`config.mk`:
```
export PLATFORM = sky130hd
export DESIGN_NAME = uart_rx_os16
export DESIGN_NICKNAME = d
export VERILOG_FILES = /design/src/rtl/uart_rx_os16.sv
export SDC_FILE = /design/constraint.sdc
export NUM_CORES = 1
export LEC_CHECK = 0
export ABC_AREA = 1
export CAP_MARGIN = 5
export CORE_UTILIZATION = 50
export DETAILED_ROUTE_END_ITERATION = 10
export DONT_BUFFER_PORTS = 1
export PLACE_DENSITY = 0.72
export SYNTH_ARGS = -nofsm -noshare
export SYNTH_HDL_FRONTEND = slang
export SYNTH_SLANG_ARGS = --single-unit
```
`constraint.sdc`:
```
create_clock -name clk -period 2.8 [get_ports clk]
set_input_delay 0.84 -clock clk [delete_from_list [all_inputs] [get_ports clk]]
set_output_delay 0.84 -clock clk [all_outputs]
set_load 0.01 [all_outputs]
```
`src/rtl/uart_rx_os16.sv`:
```
// 8N1 UART receiver with 16x oversampling, majority-of-three bit decisions,
// and a single-entry valid/ready output register with overrun and framing detection.
module uart_rx_os16 #(
  parameter int baudrate = 115200,
  parameter int clkHz    = 100_000_000
) (
  input  logic       clk,
  input  logic       rst_n,
  input  logic       uart_rx,
  output logic [7:0] data,
  output logic       data_out_valid,
  input  logic       data_out_ready,
  output logic       frame_err,
  output logic       overrun,
  output logic       busy
);

  localparam int OS_DIV = clkHz / (16 * baudrate);
  localparam int CW     = (OS_DIV > 1) ? $clog2(OS_DIV) : 1;

  typedef enum logic [2:0] {IDLE, START, DATA, STOP, WAIT_HIGH} state_t;

  state_t      state;
  logic        sync1;
  logic        line;
  logic        line_prev;
  logic [CW-1:0] os_cnt;
  logic [3:0]  sample_cnt;
  logic [2:0]  bit_idx;
  logic        s7;
  logic        s8;
  logic [7:0]  shreg;
  logic        tick;
  logic        maj;

  assign tick = (os_cnt == CW'(OS_DIV - 1));
  assign maj  = (s7 & s8) | (s7 & line) | (s8 & line);

  // Tick counter is held at zero in IDLE so the first tick lands OS_DIV cycles after the start edge.
  always_ff @(posedge clk or negedge rst_n) begin
    if (!rst_n) begin
      state          <= IDLE;
      sync1          <= 1'b1;
      line           <= 1'b1;
      line_prev      <= 1'b1;
      os_cnt         <= '0;
      sample_cnt     <= '0;
      bit_idx        <= '0;
      s7             <= 1'b0;
      s8             <= 1'b0;
      shreg          <= '0;
      data           <= 8'h00;
      data_out_valid <= 1'b0;
      frame_err      <= 1'b0;
      overrun        <= 1'b0;
      busy           <= 1'b0;
    end else begin
      sync1     <= uart_rx;
      line      <= sync1;
      line_prev <= line;
      frame_err <= 1'b0;
      overrun   <= 1'b0;

      if (data_out_valid && data_out_ready)
        data_out_valid <= 1'b0;

      if (state == IDLE || tick)
        os_cnt <= '0;
      else
        os_cnt <= os_cnt + 1'b1;

      if (tick && state != IDLE) begin
        sample_cnt <= sample_cnt + 1'b1;
        if (sample_cnt == 4'd7) s7 <= line;
        if (sample_cnt == 4'd8) s8 <= line;
      end

      case (state)
        IDLE: begin
          if (line_prev && !line) begin
            state      <= START;
            sample_cnt <= '0;
            bit_idx    <= '0;
            busy       <= 1'b1;
          end
        end
        START: begin
          if (tick && sample_cnt == 4'd9 && maj) begin
            state <= IDLE;
            busy  <= 1'b0;
          end else if (tick && sample_cnt == 4'd15) begin
            state <= DATA;
          end
        end
        DATA: begin
          if (tick && sample_cnt == 4'd9)
            shreg <= {maj, shreg[7:1]};
          if (tick && sample_cnt == 4'd15) begin
            if (bit_idx == 3'd7)
              state <= STOP;
            else
              bit_idx <= bit_idx + 1'b1;
          end
        end
        STOP: begin
          if (tick && sample_cnt == 4'd9) begin
            if (maj) begin
              // A full output register is only overwritten when it is being consumed this cycle.
              if (!data_out_valid || data_out_ready) begin
                data           <= shreg;
                data_out_valid <= 1'b1;
              end else begin
                overrun <= 1'b1;
              end
              state <= IDLE;
              busy  <= 1'b0;
            end else begin
              frame_err <= 1'b1;
              state     <= WAIT_HIGH;
            end
          end
        end
        WAIT_HIGH: begin
          if (line) begin
            state <= IDLE;
            busy  <= 1'b0;
          end
        end
        default: begin
          state <= IDLE;
          busy  <= 1'b0;
        end
      endcase
    end
  end

endmodule

```
Word-level counts from Yosys, hierarchy flattened
Index checks and enable logic that the tools add are counted.
{"block": "totals", "out_inout_bits": 12, "regBits": 41, "inputBits": 4, "wordCells": 98}
{"block": "op_classes", "bitwise": 6, "mux": 35, "eq_ne": 19, "addsub": 3, "n_reduce_logical": 20}
{"operator": "$mux 3", "count": 11}
{"operator": "$mux 1", "count": 17}
{"operator": "$pmux 3 s5", "count": 1}
{"operator": "$ne 2x2->1 const B", "count": 7}
{"operator": "$eq 4x4->1 const B", "count": 3}
{"operator": "$mux 4", "count": 3}
{"operator": "$reduce_and 6->1", "count": 2}
{"operator": "$reduce_and 4->1", "count": 2}
{"operator": "$add 6x1->6 const B", "count": 1}
{"operator": "$eq 3x2->1 const B", "count": 2}
{"operator": "$eq 3x3->1 const B", "count": 2}
{"operator": "$eq 6x6->1 const B", "count": 1}
{"operator": "$logic_and 1x1->1", "count": 6}
{"operator": "$mux 6", "count": 1}
{"operator": "$pmux 3 s2", "count": 1}
{"operator": "$reduce_and 2->1", "count": 3}
{"operator": "$pmux 1 s5", "count": 1}
{"operator": "$add 4x1->4 const B", "count": 1}
{"operator": "$eq 4x3->1 const B", "count": 1}
{"operator": "$add 3x1->3 const B", "count": 1}
{"operator": "$and 1x1->1", "count": 3}
{"operator": "$eq 3x1->1 const B", "count": 1}
{"operator": "$logic_not 3->1", "count": 1}
{"operator": "$ne 3x3->1 const B", "count": 1}
{"operator": "7 further kinds", "count": 10}

Depth between registers and ports, before layout
Gate-level depths: netlist of the first run.
{"block": "depth", "word_depth": 6, "ltp_mapped": 10, "ltp_nobuf": 10}

Worst setup path before layout of the first run
No wires, ideal clock.
{"block": "synth_path", "kind": "flip-flop to flip-flop", "start": "register sample_cnt[1]", "end": "register data[4]", "synth_period_minus_slack_ps": 1474, "required_time_ps": 2682, "arrival_time_ps": 1356, "setup_ps": 118, "stages_incl_launch_ff": 11, "path_buffers": 1, "slack_ps": 1326, "cell_sequence": "dfrtp_1 > inv_1 > ha_1 > inv_1 > nor2_1 > nand3_2 > nor2_4 > nand2_4 > buf_6 > nand2_2 > o21ai_2"}
{"block": "synth_between", "elab_chain_cells": 3}
{"item": "start, declared", "line_no": "28", "text": "logic [3:0] sample_cnt;"}
{"item": "start signal, assigned", "line_no": "73", "text": "sample_cnt <= sample_cnt + 1'b1;"}
{"item": "$eq 4x4->1", "line_no": "106", "text": "if (tick && sample_cnt == 4'd9) begin"}
{"item": "$logic_and 1x1->1", "line_no": "106"}
{"item": "$reduce_and 4->1 (no source line)"}
{"item": "end signal, assigned", "line_no": "110", "text": "data <= shreg;"}
{"item": "end, declared", "line_no": "10", "text": "output logic [7:0] data,"}
No other way between the ends.
A chain may end at the register's enable or synchronous reset.

Final worst setup path of the first run
{"block": "layout_path", "start": "register sample_cnt[1]", "end": "register busy"}
{"block": "layout_between", "elab_chain_cells": 5, "elab_cells_between_ends": 6, "classes_between": "eq/ne: 3; reduce/logical: 3"}
{"item": "$eq 4x4->1 (*)", "line_no": "88, 106"}
{"item": "$logic_and 1x1->1 (*)", "line_no": "88, 106"}
{"item": "$logic_and 1x1->1", "line_no": "88", "text": "if (tick && sample_cnt == 4'd9 && maj) begin"}
{"item": "$ne 2x2->1 (no source line)"}
{"item": "$reduce_and 6->1 (no source line) (*)"}
{"item": "end signal, assigned", "line_no": "84", "text": "busy <= 1'b1;"}
{"item": "end signal, assigned", "line_no": "90", "text": "busy <= 1'b0;"}
{"item": "end signal, assigned", "line_no": "116", "text": "busy <= 1'b0;"}
{"item": "end, declared", "line_no": "15", "text": "output logic busy"}
Every way passes the cells marked *; elsewhere a longest branch is shown, timed or not.

==> results.md, run 1 <==
* Status: finished, final reports clean
* CP max FO at 4
* Period utilization at 57.68%
* Cell count after synthesis at ~220
* First-pass GRT wire length at between 5 and 6 mm
* Net total in the final layout at ~230
* Startpoint types: flip-flop
* IO Count at 16
* Max cap viols at 0
* Ant diodes at 0
* Max H-tree Level at 2
* #FFs+latches synth at between 40 and 50
* Worst path cell trace: inv_1 -> ha_1 -> inv_1 -> nor2_1 -> nand2_1 -> nand2_1 -> nand3b_1 -> o21ai_0 -> nand2_1
* DR WL/cell at around 12 um
* Setup_tns at 0 ns
* Flop2flop setup slack at ~1.2 ns
* Largest net degree at the start of global routing at 42
* Hold-fix buffers at CTS at 0
* Post-synthesis sequential area ratio at approximately 53%
* RSZ-0062 raised after global routing: no
* DPL Wire Length at around 2.3 mm
* Crit path largest cell delay at 0.41 ns
* Relative slew slack at 81.02%
* CP max stage cell: dfrtp_1
* Unique cell type count in the Yosys netlist at 26
* Port buffer count at 0
* FILL cells at about 340
* Cell Pwr Density at 773.4 mW/mm2
* Fmax at 619.2 MHz
* CTS tree: built
* Final min period at approximately 1.6 ns
* Share of cells above drive strength 1 at ~14%
* Die area at slightly above 0.004 mm2
* Initial core utilization at a little over half
* Static Leak at between 1 and 1.5 nW
* Critical Path RT at 2.98 ns
* Vias in the first global route at between 1000 and 1500
* Final estimated routing congestion in global placement at about 0.83
* Most common cell on crit path: nand2_1
* Die H at ~64 um
* Most common cell after layout, fill and taps aside: nand2_1
* Arrival time of the worst setup path at 1.79 ns
* Final Routed Wirelength at about 3.2 mm
* Drt drc at 0
* Reg clk slew, reported paths at ~0.08 ns
* Area grow syn2layout at 8.129%
* First-pass iteration count of the detailed router at 4
* Final Max Slew Viols at 0
* Clock root cell: clkbuf_8
* Initial antenna violation count at 0
* GRT Overall Usage at ~18%
* Post-CTS Setup Inserts at 0
* Vias per inst at approximately 5.0
* Initial DRC Count at slightly below 70
* Core area at around 0.0037 mm2
* Post-Syn Nets at 228
* Final Hold Violating Endpoints at 0
* TritonCTS Buffers at 5
* Worst Setup End Kind: flip-flop
* Critical path class: flip-flop to flip-flop
* CTS resizes at 0
* Clock Tree Buf Depth at 2
* CP Depth at 9
* WP buf/inv at 2
* CP delay by family, top: simple AND/OR/NAND/NOR gates
* # rows at 22
* Syn Area/Cell at between 8 and 9 um2
* Clock skew at 0.003922 ns
* Chip width at roughly 64 um
* Final setup fails at 0
* Via count at ~1400
* Post-synthesis cell area at 0.001939 mm2
* Worst VDD drop at between 0.4 and 0.5 mV
* Antenna-violating nets left at 0
* Grt total ovfl at 0
* Least-Margin Pin Slew at around 0.28 ns
* R2R depth at 9
* Worst-skew pair later-pin latency at roughly 0.29 ns
* Clock sink total at just over 40
* Hold Path Class: primary input to async pin
* Power Total at roughly 0.0016 W
* Commonest cells after routing, fill and taps aside: 58 x nand2_1, 38 x dfrtp_1, 27 x inv_1
* Total of warnings raised by yosys at 0
[flip-flops by register name, indices dropped and copies added, names as in the netlist]
name / count
bit_idx: 3
busy: 1
data: 8
data_out_valid: 1
frame_err: 1
line: 1
line_prev: 1
os_cnt: 6
overrun: 1
s7: 1
s8: 1
sample_cnt: 4
shreg: 8
state: 3
sync1: 1
[synthesized netlist by cell type, drive strengths merged]
library cell,instances,area [um2]
nor2,23,111.4
o2111ai,1,8.760
o21ai,21,131.4
ha,7,87.58
nand2,62,247.7
xnor2,1,8.760
buf,2,22.52
nand3b,1,7.510
o31ai,1,7.510
o21a,1,7.510
dfstp,3,78.83
inv,30,112.6
o211ai,1,7.510
nand4,4,25.02
nor3b,2,15.01
xor2,1,8.760
nand3,14,80.08
dfrtp,38,950.9
a21oi,4,20.02
[path summary, 6_finish.rpt]
path / startpoint / to
worst max-delay path: sample_cnt[1]$_DFF_PN0_ / busy$_DFFE_PN0P_
worst min-delay path: rst_n / data[5]$_DFFE_PN0P_
worst max register to register: sample_cnt[1]$_DFF_PN0_ / busy$_DFFE_PN0P_
worst min register to register: sync1$_DFF_PN1_ / line$_DFF_PN1_
max in group asynchronous: rst_n / line_prev$_DFF_PN1_
min in group clk: sync1$_DFF_PN1_ / line$_DFF_PN1_
[report_power, final]
part	switching (W)	internal (W)
sequential	0.0000597	0.000662
clock	0.000204	0.000290
combinational	0.000265	0.000142
[logic make-up after synthesis]
family	Yosys count	share of synthesized area, %
AO/OA/AOI/OAI	29	9.420
AND/OR/NAND/NOR	106	25.10
buffers and inverters	32	6.968
flip-flops	41	53.10
adder cells (fa/ha/maj)	7	4.516
XOR/XNOR	2	0.9034
[final cells by class]
| cell class | count | area, um2 | share of cell area, % |
|---|---|---|---|
| tap | 48 | 60.06 | 2.864 |
| multi-input combinational | 144 | 774.5 | 36.93 |
| inverter | 30 | 112.6 | 5.370 |
| clock buffer | 6 | 82.58 | 3.938 |
| sequential | 41 | 1030 | 49.11 |
| clock inverter | 2 | 37.54 | 1.790 |
[through the flow]
| step | cell area [um2] | instances | hold WS (ns) | utilization (%) | setup slack (ns) |
|---|---|---|---|---|---|
| after floorplan | 1939 | 217 | 0.3452 | - | 1.326 |
| after global placement | 1977 | 263 | 0.3482 | 53.60 | 1.245 |
| after detailed placement | 1977 | 263 | 0.3501 | 53.60 | 1.212 |
| after CTS | 2097 | 271 | 0.2179 | 56.85 | 1.194 |
| after global routing | 2097 | 271 | 0.2093 | 56.85 | 1.016 |
| final | 2097 | 271 | 0.2347 | 56.85 | 1.185 |
[layer usage]
metal | track usage (%) | wire length (um) | up-vias
met3 | 6.429 | 160 | 9
met4 | 11.67 | 101 | 0
met1 | 22.25 | 1510 | 613
met2 | 27.76 | 1427 | 28
li1 | - | - | 704
met5 | 0 | 0 | -
Power figures use the tool's default switching activity.
==> run 2, diff against run 1 <==
--- a/config.mk
+++ b/config.mk
@@ -10,7 +10,7 @@
 export CORE_UTILIZATION = 50
 export DETAILED_ROUTE_END_ITERATION = 10
 export DONT_BUFFER_PORTS = 1
-export PLACE_DENSITY = 0.72
+export PLACE_DENSITY = 0.75
 export SYNTH_ARGS = -nofsm -noshare
 export SYNTH_HDL_FRONTEND = slang
 export SYNTH_SLANG_ARGS = --single-unit
==> constraint.sdc (replaced) <==
create_clock -name clk -period 1.4 [get_ports clk]
set_input_delay 0.42 -clock clk [delete_from_list [all_inputs] [get_ports clk]]
set_output_delay 0.42 -clock clk [all_outputs]
set_load 0.01 [all_outputs]
==> run 2 against run 1 <==
Net effect:
- the run now ends with negative setup slack left
- core utilization grew 6.7 points
- global-route usage grew 0.84 points
- worst setup slack lost 1.3 ns
- clock skew grew 0.0021 ns
- critical path depth grew 1
- sequential share of layout area shrank 5.2 points
- combinational power grew to 2.8 times the previous value
- cell area grew 12%
- routed wire length grew 8.8%
- via count grew 9.1%
- largest cell class unchanged
==> results.md, run 2 (same netlist as run 1, synthesis figures left out) <==
* Clock sink total at 41 (unchanged)
* Drt drc at 0 (unchanged)
* Initial antenna violation count at 0 (unchanged)
* Status: finished with violations (was finished, final reports clean)
* TritonCTS Buffers at 5 (unchanged)
* Reg clk slew, reported paths at 0.08 ns (about the same)
* Critical Path RT at 1.59 ns (was 2.98 ns)
* Area grow syn2layout at 20.90% (was 8.129%)
* Startpoint types: flip-flop (unchanged)
* Crit path largest cell delay at 0.38 ns (was 0.41 ns)
* Critical path class: flip-flop to flip-flop (unchanged)
* Cell Pwr Density at 1414 mW/mm2 (was 773.4 mW/mm2)
* Flop2flop setup slack at -0.13 ns (was 1.19 ns)
* Final setup fails at 30 (was 0)
* Share of cells above drive strength 1 at 28.23% (was 13.90%)
* Clock Tree Buf Depth at 2 (unchanged)
* Hold_sp: uart_rx
* R2R depth at 10 (was 9)
* Least-Margin Pin Slew at 0.2695 ns (was 0.2840 ns)
* Slack of the critical path at -0.1319 ns (was 1.185 ns)
* DR WL/cell at 11.76 um (was 11.81 um)
* Static Leak at 1.162 nW (was 1.017 nW)
* Most common cell after layout, fill and taps aside: nand2_1 (unchanged)
* Max cap viols at 0 (unchanged)
* DPL Wire Length at 2.362 mm (was 2.296 mm)
* Final Max Slew Viols at 0 (unchanged)
* CP max stage cell: dfrtp_1 (unchanged)
* Commonest cells after routing, fill and taps aside: 54 x nand2_1, 38 x dfrtp_1, 24 x inv_1 (was 58 x nand2_1, 38 x dfrtp_1, 27 x inv_1)
* Hold Crit Depth at 0
* First-pass iteration count of the detailed router at 4 (unchanged)
* Cell Count, Final, Fillers Out at 296 (was 271)
* Failing checks: negative setup slack
* RSZ-0062 raised after global routing: yes (was no)
* GRT Overall Usage at 19.24% (was 18.39%)
* Clock skew at 0.006019 ns (was 0.003922 ns)
* Reg-to-reg critical path endpoint: shreg[3]$_DFFE_PN0P_ (was busy$_DFFE_PN0P_)
* Core area at 0.003689 mm2 (unchanged)
* Port buffer count at 0 (unchanged)
* Worst VDD drop at 0.8154 mV (was 0.4339 mV)
* First-pass GRT wire length at 6.037 mm (was 5.561 mm)
* Final Routed Wirelength at 3.481 mm (was 3.200 mm)
* Final Hold Violating Endpoints at 0 (unchanged)
* Relative slew slack at 81.99% (was 81.02%)
* Antenna-violating nets left at 0 (unchanged)
* Via count at 1477 (was 1354)
* Vias per inst at 4.990 (was 4.996)
* Terminating pin of the worst hold path: sync1$_DFF_PN1_
* Period utilization at 109.4% (was 57.68%)
* Chip width at 64.28 um (unchanged)
* Initial core utilization at 52.58% (unchanged)
* Post-route cell area at 0.002345 mm2 (was 0.002097 mm2)
* Die H at 64.28 um (unchanged)
* # rows at 22 (unchanged)
* Placement Cell Area at 0.002122 mm2 (was 0.001977 mm2)
* Net total in the final layout at 258 (was 233)
* Arrival time of the worst setup path at 1.72 ns (was 1.79 ns)
* Pre-CTS setup slack at -0.09967 ns (was 1.212 ns)
* Grt total ovfl at 0 (unchanged)
* Die area at 0.004132 mm2 (unchanged)
* CTS tree: built (unchanged)
* WHS at 0.1229 ns (was 0.2347 ns)
* Largest net degree at the start of global routing at 42 (unchanged)
* Fmax at 652.8 MHz (was 619.2 MHz)
* Worst path cell trace: inv_1 -> ha_1 -> nand3_2 -> nor2_4 -> buf_4 -> nand2_4 -> nor2_4 -> buf_4 -> nand2_1 -> o21a_1 (was inv_1 -> ha_1 -> inv_1 -> nor2_1 -> nand2_1 -> nand2_1 -> nand3b_1 -> o21ai_0 -> nand2_1)
* CP max FO at 4 (unchanged)
* Worst-skew pair later-pin latency at 0.29 ns (about the same)
* RR Startpoint: os_cnt[1]$_DFF_PN0_ (was sample_cnt[1]$_DFF_PN0_)
* Max H-tree Level at 2 (unchanged)
* Final min period at 1.532 ns (was 1.615 ns)
* Hold Path Class: primary input to flip-flop (was primary input to async pin)
* Ant diodes at 0 (unchanged)
* Final estimated routing congestion in global placement at 0.7805 (was 0.8349)
* Initial DRC Count at 112 (was 68)
* Vias in the first global route at 1381 (was 1258)
* Worst Setup End Kind: flip-flop (unchanged)
* Clock root cell: clkbuf_8 (unchanged)
* Power Total at 0.003315 W (was 0.001622 W)
* IO Count at 16 (unchanged)
* Placed Cells incl. Taps at 282 (was 263)
* Top Registers: data: 8 flops, shreg: 8 flops, os_cnt: 6 flops (unchanged)
==> run 2: changes by cell type in the layout (fill, tap and decap cells not counted), moves of 4 or more <==
cell,before,now
buf_4,0,21
o21ai_1,0,5
o21ai_0,14,9
nand2_1,58,54
nor2_1,19,15
==> run 2: per-stage QoR <==
stage / setup TNS (ns) / utilization [%]
6_report: -2.150 / 63.57
5_1_grt: -5.274 / 63.57
4_1_cts: -1.965 / 60.75
3_5_place_dp: -0.8585 / 57.53
3_3_place_gp: -0.7551 / 57.53
2_1_floorplan: -0.1299 / -
==> run 2: timing repair <==
item | in CTS | in global routing
endpoints found under the hold margin | 41 | 41
resized for setup | 11 | 13
pin swaps | 0 | 3
setup buffers | 0 | 3
endpoints found under the setup margin | 30 | 37
cloned | 0 | 1
==> run 2: area by class of cell <==
type / instances / area (um2)
Tap cell: 48 / 60.06
Inverter: 30 / 112.6
Fill cell: 305 / 1344
Multi-Input combinational cell: 144 / 844.6
Timing Repair Buffer: 25 / 211.5
Clock buffer: 5 / 68.82
Clock inverter: 3 / 17.52
Sequential cell: 41 / 1030
==> run 2: worst max-delay path: cells and delay by family, from the launching register on <==
kind	cells	cell delay (ns)
flops	1	0.38
fa+ha+maj	1	0.15
compound gates	1	0.09
simple gates	5	0.48
buf+inv	3	0.33
==> run 2: report_power, final <==
group | leakage, nW | internal [W] | total (W) | switching, W
Combinational | 0.568 | 0.000473 | 0.00114 | 0.000662
Clock | 0.0439 | 0.000344 | 0.000749 | 0.000405
Sequential | 0.550 | 0.00132 | 0.00143 | 0.000108
==> run 2: how the worst max path moves through the flow <==
stage	startpoint	endpoint	slack, ns	cells after the start
global route	os_cnt[1]$_DFF_PN0_	bit_idx[2]$_DFFE_PN0P_	-0.22	10
CTS	os_cnt[1]$_DFF_PN0_	busy$_DFFE_PN0P_	-0.10	9
floorplan	os_cnt[1]$_DFF_PN0_	data[4]$_DFFE_PN0P_	-0.05	10
detailed placement	os_cnt[1]$_DFF_PN0_	bit_idx[2]$_DFFE_PN0P_	-0.1	11
global placement	os_cnt[1]$_DFF_PN0_	busy$_DFFE_PN0P_	-0.09	9
finish	os_cnt[1]$_DFF_PN0_	shreg[3]$_DFFE_PN0P_	-0.13	10
==> run 2: metal layers <==
layer  track usage [%]  vias up  share of wire (%)
li1                  -      750                  -
met1             22.94      697                 46
met2             32.89       25                 49
met3             6.071        5                3.8
met4             5.833        0               0.89
met5                 0        -                  0
